**src/rtl/fifo_rd_to_axis.sv**
```systemverilog
// fifo_rd_to_axis: fifo read port (one-cycle latency) to AXI-Stream master.
// Credit-driven rd_en feeds a 2-entry buffer; optional fixed-length tlast.
module fifo_rd_to_axis #(
    parameter int BYTE_WIDTH = 4,
    parameter int PACKET_LEN = 0,
    parameter int CNT_WIDTH  = 16
) (
    input  logic                    aclk,
    input  logic                    arstn,
    output logic                    rd_en,
    input  logic                    rd_valid,
    input  logic [BYTE_WIDTH*8-1:0] rd_data,
    input  logic                    rd_empty,
    output logic [BYTE_WIDTH*8-1:0] m_axis_tdata,
    output logic                    m_axis_tvalid,
    output logic                    m_axis_tlast,
    input  logic                    m_axis_tready,
    output logic                    rd_err
);
    localparam int W = BYTE_WIDTH * 8;
    localparam logic [CNT_WIDTH-1:0] LAST_BEAT =
        (PACKET_LEN > 0) ? CNT_WIDTH'(PACKET_LEN - 1) : '0;

    logic [1:0]           occ;
    logic                 inflight;
    logic                 wr_ptr;
    logic                 rd_ptr;
    logic [W-1:0]         mem [2];
    logic [CNT_WIDTH-1:0] beat_cnt;
    logic                 pop;
    logic                 capture;
    logic                 credit;

    // Stream outputs come only from buffer/occupancy/counter registers
    always_comb begin
        m_axis_tvalid = (occ != 2'd0);
        m_axis_tdata  = mem[rd_ptr];
        m_axis_tlast  = 1'b0;
        if (PACKET_LEN > 0)
            m_axis_tlast = m_axis_tvalid & (beat_cnt == LAST_BEAT);
    end

    // Handshake decode and read credit; a pop frees a slot this cycle
    always_comb begin
        pop     = m_axis_tvalid & m_axis_tready;
        capture = rd_valid & inflight;
        credit  = ({1'b0, occ} + {2'b0, inflight}) < 3'd2;
        rd_en   = arstn & ~rd_empty & (credit | pop);
    end

    // Occupancy, pointers and the one-deep in-flight tracker
    always_ff @(posedge aclk or negedge arstn) begin
        if (!arstn) begin
            occ      <= 2'd0;
            inflight <= 1'b0;
            wr_ptr   <= 1'b0;
            rd_ptr   <= 1'b0;
        end else begin
            inflight <= rd_en;
            if (capture)
                wr_ptr <= ~wr_ptr;
            if (pop)
                rd_ptr <= ~rd_ptr;
            case ({capture, pop})
                2'b10:   occ <= occ + 2'd1;
                2'b01:   occ <= occ - 2'd1;
                default: occ <= occ;
            endcase
        end
    end

    // Buffer storage, written at the tail on each accepted read return
    always_ff @(posedge aclk or negedge arstn) begin
        if (!arstn) begin
            mem[0] <= '0;
            mem[1] <= '0;
        end else if (capture) begin
            mem[wr_ptr] <= rd_data;
        end
    end

    // Sticky flag for read data that arrives with nothing in flight
    always_ff @(posedge aclk or negedge arstn) begin
        if (!arstn)
            rd_err <= 1'b0;
        else if (rd_valid && !inflight)
            rd_err <= 1'b1;
    end

    // Beat counter for tlast framing, wraps on the last beat of a packet
    always_ff @(posedge aclk or negedge arstn) begin
        if (!arstn)
            beat_cnt <= '0;
        else if (pop && (PACKET_LEN > 0))
            beat_cnt <= m_axis_tlast ? '0 : beat_cnt + CNT_WIDTH'(1);
    end
endmodule

```
**config.mk**
```make
export PLATFORM = sky130hd
export DESIGN_NAME = fifo_rd_to_axis
export DESIGN_NICKNAME = d
export VERILOG_FILES = /design/src/rtl/fifo_rd_to_axis.sv
export SDC_FILE = /design/constraint.sdc
export NUM_CORES = 1
export LEC_CHECK = 0
export BUFFER_PORTS_ARGS = -buffer_cell sky130_fd_sc_hd__buf_2
export CORE_MARGIN = 4
export CORE_UTILIZATION = 50
export CTS_BUF_LIST = sky130_fd_sc_hd__clkbuf_8
export DETAILED_ROUTE_END_ITERATION = 16
export PLACE_DENSITY = 0.9
export SLEW_MARGIN = 10
export SYNTH_ARGS = -nofsm -noshare
export SYNTH_HDL_FRONTEND = slang
export SYNTH_SLANG_ARGS = --single-unit
```
**constraint.sdc**
```tcl
create_clock -name aclk -period 1.4 [get_ports aclk]
set_input_delay 0.07 -clock aclk [delete_from_list [all_inputs] [get_ports aclk]]
set_output_delay 0.07 -clock aclk [all_outputs]
set_load 0.02 [all_outputs]
```
==> impl_metrics.xml, run 1 <==
<?xml version="1.0" encoding="UTF-8"?>
<metrics>
  <group name="run_status">
    <metric name="outcome" unit="">finished, violations left</metric>
    <metric name="failed_checks" unit="">negative setup slack</metric>
  </group>
  <group name="placed_design">
    <metric name="place.detailed.hpwl" unit="um">3994</metric>
    <metric name="number_of_buffers_inserted_by_port_buffering" unit="">71</metric>
    <metric name="gpl.final_weighted_congestion" unit="">0.7049</metric>
    <metric name="pre_cts_slack" unit="ns">0.01397</metric>
  </group>
  <group name="global_routing">
    <metric name="grt.met3_usage" unit="%">4.233</metric>
    <metric name="top_usage_layer" unit="">met2</metric>
    <metric name="grt_remaining_overflow" unit="">0</metric>
    <metric name="global_route.usage.total" unit="%">19.65</metric>
    <metric name="pin_count_of_the_biggest_net_entering_global_routing" unit="">71</metric>
    <metric name="grt_antenna_before_repair" unit="">1</metric>
    <metric name="met2_usage" unit="%">34.79</metric>
    <metric name="first_global_vias" unit="">2321</metric>
    <metric name="global_route.usage.met1" unit="%">23.30</metric>
    <metric name="grt_first_pass_wirelength" unit="um">11600</metric>
  </group>
  <group name="synth">
    <metric name="syn_nets" unit="">235</metric>
    <metric name="synth_cells" unit="">197</metric>
    <metric name="synth.cell_area" unit="sq mm">0.003174</metric>
    <metric name="postSynthRegisterBits" unit="">70</metric>
    <metric name="syn_avg_cell_area" unit="sq um">16.11</metric>
    <metric name="seq_area_frac_synth" unit="%">55.18</metric>
    <metric name="warnings_synthesis" unit="">0</metric>
    <metric name="post_synth_num_cell_types" unit="">23</metric>
  </group>
  <group name="route">
    <metric name="dr_total_vias" unit="">2138</metric>
    <metric name="drt-vias-per-instance" unit="">5.279</metric>
    <metric name="first_pass_iters" unit="">4</metric>
    <metric name="detailedRoute.firstIterationViolations" unit="">75</metric>
    <metric name="routedWlPerCell" unit="um">20.58</metric>
    <metric name="totalWireLength" unit="um">8336</metric>
    <metric name="drc" unit="">0</metric>
    <metric name="ant_nets" unit="">0</metric>
  </group>
  <group name="power_and_ir_drop">
    <metric name="total_power" unit="mW">11.67</metric>
    <metric name="power-per-cell-area" unit="mW/mm^2">2417</metric>
    <metric name="vdd_drop_max" unit="mV">1.526</metric>
    <metric name="static-leakage-power" unit="nW">2.507</metric>
  </group>
  <group name="critical_path">
    <metric name="worst-path-max-fanout" unit="">6</metric>
    <metric name="setup.worst_path.end" unit="">m_axis_tdata[10]</metric>
    <metric name="timing.critical_path.from" unit="">rd_ptr</metric>
    <metric name="reg2reg_depth" unit="">5</metric>
    <metric name="crit_required" unit="ns">1.33</metric>
    <metric name="regToRegEndpoint" unit="">mem[39]</metric>
    <metric name="critPathArrivalTime" unit="ns">1.46</metric>
    <metric name="end_kind" unit="">output port</metric>
    <metric name="timing.setup.critical_path_class" unit="">flip-flop to output port</metric>
    <metric name="startpoint_type" unit="">flip-flop</metric>
    <metric name="regToRegStartpoint" unit="">inflight</metric>
    <metric name="ff2ff_setup_slack" unit="ns">-0.06</metric>
  </group>
  <group name="clock_network">
    <metric name="clock_insertion_delay_worst_skew" unit="ns">0.33</metric>
    <metric name="cts_sinks" unit="">70</metric>
    <metric name="h-tree-depth" unit="">3</metric>
    <metric name="clock_tree.buffer_depth" unit="">2</metric>
    <metric name="root_buffer" unit="">clkbuf_8</metric>
    <metric name="numCtsBuffers" unit="">9</metric>
    <metric name="clk_pin_slew_worst_setup_hold_paths" unit="ns">0.07</metric>
    <metric name="clock_tree_from_tritoncts" unit="">built</metric>
  </group>
  <group name="final_layout">
    <metric name="post_route_cells_drive_above_1_share" unit="%">65.35</metric>
    <metric name="final_common_cell" unit="">mux2_4</metric>
    <metric name="flow.area_growth_from_synthesis" unit="%">52.15</metric>
    <metric name="layout.filler_cells" unit="">321</metric>
    <metric name="most-common-layout-cells" unit="">82 x mux2_4, 69 x dfrtp_1, 39 x buf_6</metric>
    <metric name="finalCoreUtilization" unit="%">80.15</metric>
    <metric name="nets" unit="">363</metric>
  </group>
  <group name="sta">
    <metric name="max_freq" unit="MHz">651.7</metric>
    <metric name="grt_setup_unrepaired" unit="">true</metric>
    <metric name="slew_violations" unit="">0</metric>
    <metric name="worst_pin_slew" unit="ns">0.8913</metric>
    <metric name="hold_violations" unit="">0</metric>
    <metric name="final.setup.worst_slack" unit="ns">-0.1344</metric>
    <metric name="report.final.setup_viol" unit="">95</metric>
    <metric name="skew" unit="ns">0.01008</metric>
    <metric name="hold-worst-slack" unit="ns">0.03093</metric>
    <metric name="totalNegativeSetupSlack" unit="ns">-4.949</metric>
    <metric name="finalCritPeriodShare" unit="%">109.6</metric>
    <metric name="time_the_worst_path_needs_with_i_o_delays_and_setup" unit="ns">1.534</metric>
    <metric name="timing.slew.headroom" unit="%">40.58</metric>
  </group>
  <group name="floorplanning">
    <metric name="io_pins" unit="">73</metric>
    <metric name="core_area" unit="sq mm">0.006026</metric>
    <metric name="start_util" unit="%">52.68</metric>
    <metric name="chipWidth" unit="um">87.68</metric>
    <metric name="die_h" unit="um">87.68</metric>
    <metric name="die_area" unit="sq mm">0.007688</metric>
    <metric name="row_count" unit="">28</metric>
  </group>
  <group name="worst_hold_path">
    <metric name="hold_path.class" unit="">primary input to flip-flop</metric>
  </group>
  <group name="job">
    <metric name="cap_violations" unit="">0</metric>
  </group>
</metrics>
[synth_stat cells (all sizes together)]
cell type	n	area, sq um
and2	1	6.260
ha	1	12.51
nand2	3	13.77
conb	1	3.750
xnor2	2	17.52
buf	11	108.9
inv	1	3.750
or2	2	12.52
a21o	1	7.510
nor2	2	7.510
nand3	1	5.000
dfrtp	70	1752
mux2	96	1190
clkbuf	1	3.750
nor3b	1	7.510
a21oi	1	5.000
xor2	2	17.52
[how the worst min path moves through the flow]
stage             start       end  slack (ns)  depth (start not counted)
6_report       rd_empty  inflight        0.03                          3
4_1_cts        rd_empty  inflight       0.004                          3
3_5_place_dp   rd_empty  inflight        0.24                          2
5_1_grt        rd_empty  inflight        0.02                          3
2_1_floorplan     arstn  inflight       -0.23                          0
3_3_place_gp   rd_empty  inflight        0.24                          2
[layer usage]
| metal | share of wire (%) | up-vias |
|---|---|---|
| met5 | 0 | - |
| met2 | 54 | 66 |
| met3 | 4.2 | 20 |
| met4 | 2.5 | 0 |
| li1 | - | 943 |
| met1 | 39 | 1109 |
[kinds of logic (layout without fill, tap and decap cells)]
kind of cell             Yosys count  in the layout  synth area share [%]
AO/OA/AOI/OAI                      2              2                0.3941
XOR/XNOR                           4              4                 1.104
adder cells (fa/ha/maj)            1              1                0.3941
buffers and inverters             13            145                 3.666
flip-flops                        70             70                 55.18
multiplexers                      96             96                 37.49
other                              1              2                0.1181
AND/OR/NAND/NOR                   10             10                 1.656
[metrics by stage]
step / cell area [sq um] / std cells
after floorplan: 3192 / 197
after detailed placement: 3686 / 343
after CTS: 4481 / 401
final: 4830 / 405
after global placement: 3686 / 343
after global routing: 4830 / 405
[sequential cells by signal, summed over array words and instances (netlist names)]
name,flops
rd_err,1
wr_ptr,1
mem,64
inflight,1
rd_ptr,1
occ,2
[area by class of cell]
cell class / count / area (sq um) / share of cell area, %
diodes: 1 / 2.502 / 0.05181
multi-input cells: 114 / 1562 / 32.33
inverters: 1 / 3.754 / 0.07772
clock inverters: 4 / 16.27 / 0.3368
clock buffers: 11 / 151.4 / 3.135
well taps: 75 / 93.84 / 1.943
repair buffers: 129 / 1247 / 25.83
flip-flops and latches: 70 / 1753 / 36.30
[worst max-delay path: stages (launching register included)]
cell and delay (ns):
dfrtp_2 0.45, buf_6 0.18, mux2_2 0.37, buf_6 0.14
[power by group]
part	switching, mW	total [mW]	internal [mW]
Clock	0.695	1.40	0.709
Combinational	2.59	6.61	4.03
Sequential	0.634	3.65	3.02
Total	3.92	11.7	7.75
[what timing repair did]
item                                    CTS  global route
endpoints found under the setup margin   34            80
hold buffers                             33             0
buffers inserted                          8             1
endpoints found under the hold margin   126             0
pin swaps                                 5             6
resized for setup                        56            85
cloned                                    2             6
(Power assumes the default switching activity.)
==> inputs of run 2 (changes only) <==
--- a/config.mk
+++ b/config.mk
@@ -10,6 +10,7 @@
 export CORE_UTILIZATION = 50
 export CTS_BUF_LIST = sky130_fd_sc_hd__clkbuf_8
 export DETAILED_ROUTE_END_ITERATION = 16
+export GPL_TIMING_DRIVEN = 0
 export PLACE_DENSITY = 0.9
 export SLEW_MARGIN = 10
 export SYNTH_ARGS = -nofsm -noshare
==> run 2 against run 1 <==
  * The flow finishes with violations (negative hold slack, negative setup slack)
  * Critical path depth unchanged
  * Sequential power fell by 2%
  * Count of clock-buffer cells in the layout fell by 1
==> impl_metrics.xml, run 2 (same netlist as run 1, synthesis figures left out) <==
<?xml version="1.0" encoding="UTF-8"?>
<metrics>
  <group name="run_status">
    <metric name="outcome" unit="">finished, violations left</metric>
    <metric name="failed_checks" unit="">negative hold slack, negative setup slack</metric>
  </group>
  <group name="final_layout">
    <metric name="largest_regs" unit="">mem (64), occ (2)</metric>
    <metric name="nets" unit="">361</metric>
    <metric name="most-common-layout-cells" unit="">69 x dfrtp_1, 69 x buf_2, 67 x mux2_2</metric>
    <metric name="largest_register_ffs" unit="">64</metric>
    <metric name="largest-register" unit="">mem</metric>
    <metric name="flow.area_growth_from_synthesis" unit="%">38.79</metric>
    <metric name="finalNonFillerCells" unit="">403</metric>
    <metric name="post_route_cells_drive_above_1_share" unit="%">64.33</metric>
    <metric name="antenna-diode-count" unit="">0</metric>
  </group>
  <group name="sta">
    <metric name="time_the_worst_path_needs_with_i_o_delays_and_setup" unit="ns">1.555</metric>
    <metric name="final.setup.worst_slack" unit="ns">-0.1546</metric>
    <metric name="slew_violations" unit="">0</metric>
    <metric name="skew" unit="ns">0.007274</metric>
    <metric name="finalCritPeriodShare" unit="%">111.0</metric>
    <metric name="grt_setup_unrepaired" unit="">true</metric>
    <metric name="totalNegativeSetupSlack" unit="ns">-4.087</metric>
    <metric name="max_freq" unit="MHz">643.3</metric>
    <metric name="report.final.setup_viol" unit="">52</metric>
    <metric name="hold-worst-slack" unit="ns">-0.3113</metric>
    <metric name="hold_violations" unit="">35</metric>
  </group>
  <group name="power_and_ir_drop">
    <metric name="power-per-cell-area" unit="mW/mm^2">2258</metric>
    <metric name="seqPwrFrac" unit="%">35.8</metric>
    <metric name="power.switching" unit="mW">3.385</metric>
    <metric name="vdd_drop_max" unit="mV">1.664</metric>
    <metric name="clock_power_share" unit="%">17.7</metric>
    <metric name="power_report.internal_total" unit="mW">6.562</metric>
    <metric name="p_sw_share" unit="%">34.03</metric>
    <metric name="share_comb_of_total_power" unit="%">46.5</metric>
    <metric name="total_power" unit="mW">9.947</metric>
    <metric name="static-leakage-power" unit="nW">2.186</metric>
  </group>
  <group name="placed_design">
    <metric name="number_of_buffers_inserted_by_port_buffering" unit="">71</metric>
    <metric name="gpl.final_weighted_congestion" unit="">0.7454</metric>
    <metric name="place_inst" unit="">344</metric>
    <metric name="place.detailed.hpwl" unit="um">4109</metric>
    <metric name="pre_cts_slack" unit="ns">-0.1262</metric>
  </group>
  <group name="global_routing">
    <metric name="pin_count_of_the_biggest_net_entering_global_routing" unit="">37</metric>
    <metric name="first_global_vias" unit="">2230</metric>
    <metric name="global_route.usage.total" unit="%">18.49</metric>
    <metric name="grt_remaining_overflow" unit="">0</metric>
    <metric name="grt_first_pass_wirelength" unit="um">10800</metric>
    <metric name="grt_antenna_before_repair" unit="">0</metric>
  </group>
  <group name="route">
    <metric name="dr_total_vias" unit="">2010</metric>
    <metric name="drt-vias-per-instance" unit="">4.988</metric>
    <metric name="drc" unit="">0</metric>
    <metric name="routedWlPerCell" unit="um">16.78</metric>
    <metric name="ant_nets" unit="">0</metric>
    <metric name="first_pass_iters" unit="">4</metric>
    <metric name="totalWireLength" unit="um">6764</metric>
    <metric name="detailedRoute.firstIterationViolations" unit="">59</metric>
  </group>
  <group name="clock_network">
    <metric name="clock_tree.buffer_depth" unit="">2</metric>
    <metric name="clk_pin_slew_worst_setup_hold_paths" unit="ns">0.07</metric>
    <metric name="cts_hold_buf" unit="">34</metric>
    <metric name="clock_insertion_delay_worst_skew" unit="ns">0.33</metric>
    <metric name="numCtsBuffers" unit="">9</metric>
    <metric name="clock_tree_from_tritoncts" unit="">built</metric>
    <metric name="root_buffer" unit="">clkbuf_8</metric>
    <metric name="h-tree-depth" unit="">3</metric>
    <metric name="cts_sinks" unit="">70</metric>
  </group>
  <group name="worst_hold_path">
    <metric name="hold_path.class" unit="">primary input to asynchronous set/reset pin</metric>
  </group>
  <group name="floorplanning">
    <metric name="row_count" unit="">28</metric>
    <metric name="start_util" unit="%">52.68</metric>
    <metric name="io_pins" unit="">73</metric>
    <metric name="die_h" unit="um">87.68</metric>
    <metric name="core_area" unit="sq mm">0.006026</metric>
    <metric name="die_area" unit="sq mm">0.007688</metric>
    <metric name="chipWidth" unit="um">87.68</metric>
  </group>
  <group name="critical_path">
    <metric name="reg2reg_depth" unit="">5</metric>
    <metric name="ff2ff_setup_slack" unit="ns">-0.02</metric>
    <metric name="end_kind" unit="">output port</metric>
    <metric name="startpoint_type" unit="">flip-flop</metric>
    <metric name="crit_required" unit="ns">1.33</metric>
    <metric name="critPathArrivalTime" unit="ns">1.48</metric>
    <metric name="timing.critical_path.from" unit="">rd_ptr</metric>
    <metric name="timing.setup.critical_path_class" unit="">flip-flop to output port</metric>
    <metric name="regToRegStartpoint" unit="">inflight</metric>
    <metric name="worst-path-max-fanout" unit="">10</metric>
  </group>
  <group name="job">
    <metric name="cap_violations" unit="">0</metric>
  </group>
</metrics>
[run 2: cell types whose count changed in the layout (fill, tap and decap cells not counted), moves of 2 or more]
| cell | change |
|---|---|
| mux2_2 | +53 |
| mux2_4 | -53 |
| buf_6 | -33 |
| buf_2 | +31 |
| bufinv_16 | +2 |
[run 2: power by group through the flow]
stage                     sequential (mW)  clock [mW]  combinational [mW]
after floorplan                      3.37           0                3.32
after global placement               3.46           0                4.29
after detailed placement             3.53           0                4.39
after CTS                            3.54        1.80                4.58
after global routing                 3.66        1.89                4.96
final                                3.56        1.76                4.63
[run 2: worst max-delay path, cell delays in order (launching register included)]
cell and delay [ns]:
dfrtp_2 0.44, buf_6 0.19, mux2_2 0.36, buf_2 0.16
[run 2: layout make-up]
cell class,instances,area [sq um]
clock buffer,10,137.6
multi-input combinational,114,1336
sequential,70,1753
inverter,1,3.754
buffer,11,155.1
tap,75,93.84
fill,384,1620
timing repair buffer,116,848.3
clock inverter,6,77.57
[run 2: worst paths after layout]
path | endpoint
max | m_axis_tdata[19]
min | mem[20]
max reg2reg | mem[53]
min reg2reg | rd_err
max in group asynchronous | rd_ptr
min in group aclk | rd_ptr
[run 2: timing repair]
action | CTS | global route
endpoints found under the setup margin | 93 | 93
setup buffers | 4 | 3
endpoints found under the hold margin | 100 | 35
gates resized for setup | 11 | 8
gates cloned | 0 | 3
pin swaps | 3 | 0
[run 2: per-layer routing]
metal / GRT usage, % / routed length [um]
met1: 21.68 / 2837
met2: 32.60 / 3564
met3: 5.080 / 294
met4: 6.276 / 68
met5: 0 / 0
[run 2: through the flow]
step	area [sq um]	hold WS (ns)	utilization (%)
after floorplan	3192	-0.2256	-
after global placement	3641	0.2359	60.42
after detailed placement	3664	0.06200	60.80
after CTS	4278	-0.3115	70.99
after global routing	4405	-0.2919	73.11
final	4405	-0.3113	73.11
